`src/rtl/countdown_scan_display.sv`:
```
// -----------------------------------------------------------------------------
// countdown_scan_display
//
// Two-digit multiplexed 7-segment driver for a traffic-light countdown.
// A captured value (0..31) is split into tens and units. They are shown
// alternately on a units and a tens digit, with a one-cycle blank gap between
// digits to avoid ghosting. The tens digit is blanked when it is zero. While
// the yellow phase is active, the whole display blinks with a half-period of
// pBLINK_FRAMES full scan frames.
//
// Ports
//   clk      in   single clock, rising edge
//   rst_n    in   asynchronous active-low reset
//   en       in   global enable; when low every register holds
//   number   in   countdown value to display
//   load     in   capture strobe for number (qualified by en)
//   yellow   in   yellow phase active, enables blinking
//   seg      out  registered active-high segments, bit0=a .. bit6=g, bit7=dp
//   dig_sel  out  registered one-hot digit enable, bit0=units, bit1=tens
// -----------------------------------------------------------------------------
module countdown_scan_display #(
    parameter int pNUMBER_WIDTH = 5,
    parameter int pLED_WIDTH    = 8,
    parameter int pSCAN_DIV     = 49,
    parameter int pBLINK_FRAMES = 8
) (
    input  logic                     clk,
    input  logic                     rst_n,
    input  logic                     en,
    input  logic [pNUMBER_WIDTH-1:0] number,
    input  logic                     load,
    input  logic                     yellow,
    output logic [pLED_WIDTH-1:0]    seg,
    output logic [1:0]               dig_sel
);

    localparam int SCAN_W  = (pSCAN_DIV > 0) ? $clog2(pSCAN_DIV + 1) : 1;
    localparam int FRAME_W = (pBLINK_FRAMES > 1) ? $clog2(pBLINK_FRAMES) : 1;

    localparam logic [SCAN_W-1:0]  SCAN_MAX  = SCAN_W'(pSCAN_DIV);
    localparam logic [FRAME_W-1:0] FRAME_MAX = FRAME_W'(pBLINK_FRAMES - 1);

    localparam logic [1:0] S_UNITS = 2'd0;
    localparam logic [1:0] S_GAP_U = 2'd1;
    localparam logic [1:0] S_TENS  = 2'd2;
    localparam logic [1:0] S_GAP_T = 2'd3;

    // Digit to segment pattern; anything outside 0..9 stays dark.
    function automatic logic [7:0] seg_encode(input logic [3:0] digit);
        logic [7:0] pattern;
        case (digit)
            4'd0:    pattern = 8'h3F;
            4'd1:    pattern = 8'h06;
            4'd2:    pattern = 8'h5B;
            4'd3:    pattern = 8'h4F;
            4'd4:    pattern = 8'h66;
            4'd5:    pattern = 8'h6D;
            4'd6:    pattern = 8'h7D;
            4'd7:    pattern = 8'h07;
            4'd8:    pattern = 8'h7F;
            4'd9:    pattern = 8'h6F;
            default: pattern = 8'h00;
        endcase
        return pattern;
    endfunction

    logic [1:0]               r_state;
    logic [SCAN_W-1:0]        r_scan;
    logic [pNUMBER_WIDTH-1:0] r_num;
    logic [FRAME_W-1:0]       r_frame;
    logic                     r_blink_ph;
    logic [pLED_WIDTH-1:0]    r_seg;
    logic [1:0]               r_dig_sel;

    logic [1:0]               w_state_next;
    logic [SCAN_W-1:0]        w_scan_next;
    logic                     w_frame_tick;
    logic [pNUMBER_WIDTH-1:0] w_num_next;
    logic [FRAME_W-1:0]       w_frame_next;
    logic                     w_blink_next;
    logic [31:0]              w_num_ext;
    logic [3:0]               w_tens;
    logic [3:0]               w_units;
    logic [pLED_WIDTH-1:0]    w_seg_next;
    logic [1:0]               w_dig_next;

    // The outputs are decoded from the value being captured this edge, so a
    // load that coincides with entering a digit is shown immediately.
    assign w_num_next = load ? number : r_num;
    assign w_num_ext  = 32'(w_num_next);
    assign w_tens     = 4'(w_num_ext / 32'd10);
    assign w_units    = 4'(w_num_ext % 32'd10);

    // Scan FSM next state and dwell counter.
    always_comb begin
        w_state_next = r_state;
        w_scan_next  = r_scan;
        w_frame_tick = 1'b0;
        case (r_state)
            S_UNITS: begin
                if (r_scan == SCAN_MAX) begin
                    w_state_next = S_GAP_U;
                    w_scan_next  = {SCAN_W{1'b0}};
                end else begin
                    w_scan_next  = r_scan + SCAN_W'(1);
                end
            end
            S_GAP_U: begin
                w_state_next = S_TENS;
                w_scan_next  = {SCAN_W{1'b0}};
            end
            S_TENS: begin
                if (r_scan == SCAN_MAX) begin
                    w_state_next = S_GAP_T;
                    w_scan_next  = {SCAN_W{1'b0}};
                end else begin
                    w_scan_next  = r_scan + SCAN_W'(1);
                end
            end
            S_GAP_T: begin
                // Closing a frame: this is the event the blink timer counts.
                w_state_next = S_UNITS;
                w_scan_next  = {SCAN_W{1'b0}};
                w_frame_tick = 1'b1;
            end
            default: begin
                w_state_next = S_GAP_T;
                w_scan_next  = {SCAN_W{1'b0}};
            end
        endcase
    end

    // Blink timer: counts frames while yellow, toggles the blink phase.
    always_comb begin
        w_frame_next = r_frame;
        w_blink_next = r_blink_ph;
        if (!yellow) begin
            w_frame_next = {FRAME_W{1'b0}};
            w_blink_next = 1'b0;
        end else if (w_frame_tick) begin
            if (r_frame == FRAME_MAX) begin
                w_frame_next = {FRAME_W{1'b0}};
                w_blink_next = ~r_blink_ph;
            end else begin
                w_frame_next = r_frame + FRAME_W'(1);
                w_blink_next = r_blink_ph;
            end
        end else begin
            w_frame_next = r_frame;
            w_blink_next = r_blink_ph;
        end
    end

    // Output decode from the next state, with leading-zero and blink blanking.
    always_comb begin
        w_seg_next = {pLED_WIDTH{1'b0}};
        w_dig_next = 2'b00;
        case (w_state_next)
            S_UNITS: begin
                w_dig_next = 2'b01;
                w_seg_next = pLED_WIDTH'(seg_encode(w_units));
            end
            S_TENS: begin
                w_dig_next = 2'b10;
                if (w_tens == 4'd0) begin
                    w_seg_next = {pLED_WIDTH{1'b0}};
                end else begin
                    w_seg_next = pLED_WIDTH'(seg_encode(w_tens));
                end
            end
            default: begin
                w_dig_next = 2'b00;
                w_seg_next = {pLED_WIDTH{1'b0}};
            end
        endcase
        if (yellow && w_blink_next) begin
            w_seg_next = {pLED_WIDTH{1'b0}};
        end else begin
            w_seg_next = w_seg_next;
        end
    end

    // State, captured value, blink timer and output registers.
    always_ff @(posedge clk or negedge rst_n) begin
        if (!rst_n) begin
            r_state    <= S_GAP_T;
            r_scan     <= {SCAN_W{1'b0}};
            r_num      <= {pNUMBER_WIDTH{1'b0}};
            r_frame    <= {FRAME_W{1'b0}};
            r_blink_ph <= 1'b0;
            r_seg      <= {pLED_WIDTH{1'b0}};
            r_dig_sel  <= 2'b00;
        end else if (en) begin
            r_state    <= w_state_next;
            r_scan     <= w_scan_next;
            r_num      <= w_num_next;
            r_frame    <= w_frame_next;
            r_blink_ph <= w_blink_next;
            r_seg      <= w_seg_next;
            r_dig_sel  <= w_dig_next;
        end else begin
            r_state    <= r_state;
            r_scan     <= r_scan;
            r_num      <= r_num;
            r_frame    <= r_frame;
            r_blink_ph <= r_blink_ph;
            r_seg      <= r_seg;
            r_dig_sel  <= r_dig_sel;
        end
    end

    assign seg     = r_seg;
    assign dig_sel = r_dig_sel;

endmodule
```
`config.mk`:
```
export PLATFORM = sky130hd
export DESIGN_NAME = countdown_scan_display
export DESIGN_NICKNAME = d
export VERILOG_FILES = /design/src/rtl/countdown_scan_display.sv
export SDC_FILE = /design/constraint.sdc
export NUM_CORES = 1
export LEC_CHECK = 0
export BUFFER_PORTS_ARGS = -buffer_cell sky130_fd_sc_hd__buf_2
export CORE_MARGIN = 8
export CORE_UTILIZATION = 60
export CTS_CLUSTER_SIZE = 40
export DETAILED_ROUTE_END_ITERATION = 8
export PLACE_DENSITY = 0.86
export SYNTH_ARGS = -nofsm -noshare
export SYNTH_HDL_FRONTEND = slang
export SYNTH_SLANG_ARGS = --single-unit
```
`constraint.sdc`:
```
create_clock -name clk -period 4.55 [get_ports clk]
set_input_delay 0.91 -clock clk [delete_from_list [all_inputs] [get_ports clk]]
set_output_delay 0.91 -clock clk [all_outputs]
set_load 0.01 [all_outputs]
```
==> impl_results.md <==
* Leading cell types by total area after synthesis: dfrtp_1 31%, ha_1 10%, nor2_1 3.7%, inv_1 3.5%, nand2_1 3.3%
* Leakage power at 0.9319 nW
* Adder-cell share of the synthesized area at between 10% and 20%
* # IOs at 20
* Iter 0 DRT Violations at 138
* Unique masters post-synth at between 50 and 60
* Comb pwr share at roughly 43%
* Post-synthesis mux area share at under 10%
* R2R depth at 13
* WS Path Type: primary input to register
* Int Pwr at 0.5711 mW
* Share of the yosys chip area belonging to registers at approximately 34%
* Max-cap viol count at 0
* Synth warn at 0
* Setup Viol. Count Final at 0
* Kind of start point of the critical path: primary input
* Gr usage total at between 10% and 20%
* Layout cell share with drive strength beyond 1 at approximately 18%
* Area Overhead vs Synth at 8.753%
* CP Capture Type: register
* Avg Cell Area, Syn at between 9 and 10 um2
* R2R Path Start: r_num[3]$_DFFE_PN0P_
* Asr flop ratio synth at 100.0%
* Core Area at a little over 3000 um2
* Post-synthesis net count at between 200 and 250
* Critical Path AT at roughly 4.0 ns
* Largest net degree at the start of global routing at 33
* Worst-path clk slew at about 0.16 ns
* Routability-driven placement congestion ratio at 0.8749
* Fin Setup TNS at 0 ns
* Total wire length at 4010 um
* Worst R2R Setup Slack at about 1.3 ns
* Sw Pwr at between 0.3 and 0.4 mW
* Clk root buf: clkbuf_4
* Post-DP HPWL at 2886 um
* HP Class: register to register
* Fill cells at approximately 240
* Status: completed
* DRC at 0
* Main synth FF type: dfrtp_1
* CTS tree: done
* #FFs+latches synth at 26
* Cells after Synth at ~210
* Die height at 72.51 um
* Initial Util at 62.75%
* First drt pass iteration count at 4
* Top cells by count, synth: 24 x dfrtp_1, 19 x nor2_1, 18 x inv_1, 17 x nand2_1, 16 x ha_1
* Sequential share of power at 39.4%
* Die X at around 73 um
* GRT overflow at 0
* Pwr dens at ~450 nW/um2
* Synth Area in Compound Gates at a little under a quarter
* Crit path required time at around 4.8 ns
* ANT cells at 0
* Cts hold-fix bufs at 0
* IO Port Bufs at 18
* Synth area leader: dfrtp_1
* Fmax achieved at around 0.27 GHz
* Vias in the first global route at ~1500
* CTS Sinks at 26
* H-tree depth at 1
* Max IR drop VDD at between 0.3 and 0.4 mV
* Crit path launch: load
* Post-Synth XOR/XNOR Area at under 10%
* Post-CTS Repair Setup Buffers at 0
* CTS Buf Count at 3
* Number of synthesized flops with an enable pin at 0
* Clock Tree Buf Depth at 2
* Final Max Tran Viols at 0
* Row cnt at 20
* Clock share of power at 17.9%
* DR WL/cell at roughly 15 um
* Top cell type's share of synthesized area at between 30% and 40%
* RSZ-0062 raised after global routing: no
* FF-to-FF End: seg[3]$_DFFE_PN0P_
* Worst-Skew Late Latency at roughly 0.35 ns
* Die area at ~5300 um2
* Post-route clock period utilization at 82.05%
* Cts repair resizes at 0
* Utilization after layout at roughly 70%
* First-pass GRT wire length at around 6800 um
* Rel. slew slack at 30.92%
* Avg Vias per Cell at around 6
* Worst-Margin Slew at between 1 and 1.5 ns
* Largest family of logic cells by synthesized area: compound AO/OA/AOI/OAI gates
* Critical path fanouts, max at 10
* Detail Route Antenna Nets at 0
* Via count at between 1500 and 2000
* Count leader, synth: dfrtp_1
* Synth Area in Simple Gates at 17.96%
* Switching Share at around 39%
* Crit path to: seg[3]$_DFFE_PN0P_
* Final Hold Fails at 0
* Initial antenna violation count at 0
* Nets@finish at 251
* Worst Skew at between 0.02 and 0.025 ns
* Crit path time final at 3.733 ns
* Synthesized cell area at 1916 um2
## through the flow
step	power (mW)	area, um2	hold WS, ns	worst slack [ns]	cells
after floorplan	0.6522	1916	0.4595	0.8493	208
after global placement	0.7538	2031	0.4583	0.5206	264
after detailed placement	0.7662	2031	0.4639	0.4635	264
after CTS	0.9347	2083	0.4984	0.8141	268
after global routing	0.9965	2083	0.5079	0.6088	268
final	0.9333	2083	0.4980	0.8167	268
## cells by family after synthesis
family,count (synthesis)
buffers and inverters,27
other,1
AOI/OAI and AO/OA,59
muxes,9
xor gates and xnor gates,3
DFF,26
and+or+nand+nor,67
adders and majority gates,16
## power by group through the flow
stage / clock [mW] / combinational (mW) / sequential (mW)
after detailed placement: 0 / 0.394 / 0.373
final: 0.167 / 0.399 / 0.368
after CTS: 0.168 / 0.399 / 0.368
after global placement: 0 / 0.384 / 0.369
after floorplan: 0 / 0.271 / 0.381
after global routing: 0.175 / 0.445 / 0.377
## critical path, stage by stage
cell       delay [ns]
buf_2            0.26
mux2_4           0.37
clkinv_4         0.09
ha_1             0.14
inv_1            0.04
ha_1             0.30
a2111oi_4        0.41
a32oi_1          0.16
o221ai_1         0.34
inv_1            0.14
ha_1             0.20
nor2b_1          0.13
a2111oi_0        0.39
a211o_1          0.14
## worst min-delay path by stage
stage	from	endpoint	slack, ns	cells after the start
global placement	dig_sel[0]$_DFFE_PN0P_	dig_sel[0]$_DFFE_PN0P_	0.46	1
CTS	dig_sel[1]$_DFFE_PN0P_	dig_sel[1]$_DFFE_PN0P_	0.50	1
detailed placement	dig_sel[1]$_DFFE_PN0P_	dig_sel[1]$_DFFE_PN0P_	0.46	1
floorplan	r_scan[4]$_DFFE_PN0P_	r_scan[4]$_DFFE_PN0P_	0.46	1
global route	dig_sel[1]$_DFFE_PN0P_	dig_sel[1]$_DFFE_PN0P_	0.51	1
finish	dig_sel[1]$_DFFE_PN0P_	dig_sel[1]$_DFFE_PN0P_	0.50	1
## cell usage in the layout, fill, tap and decap left out, types with 4 or more instances in the layout
cell      count
nor2b_1       6
nor2_1       19
nor3_1        6
ha_1         16
nand2b_1      4
buf_2        18
a21oi_1      12
nand2_1      17
inv_1        18
mux2i_1       4
o21ai_0      10
dfrtp_1      24
## final cells by class
class	instances	area [um2]	share of cell area, %
multi-input cells	155	1140	54.71
flip-flops and latches	26	653.1	31.35
repair buffers	19	97.59	4.685
inverters	20	85.08	4.084
well taps	44	55.05	2.643
clock inverters	1	30.03	1.441
clock buffers	3	22.52	1.081
## registers in the layout, summed over array words and instances, names as in the netlist
| name | count |
|---|---|
| r_scan | 6 |
| r_frame | 3 |
| dig_sel | 2 |
| seg | 7 |
| r_num | 5 |
| r_state | 2 |
| r_blink_ph | 1 |
## layer usage
layer  up-vias  GRT usage, %  wire, um
met2        54         26.38      1835
met1       730         19.82      1825
met3        15         3.857       230
met5         -             0         0
met4         0         6.667       118
li1        778             -         -
Power figures use the tool's default switching activity.
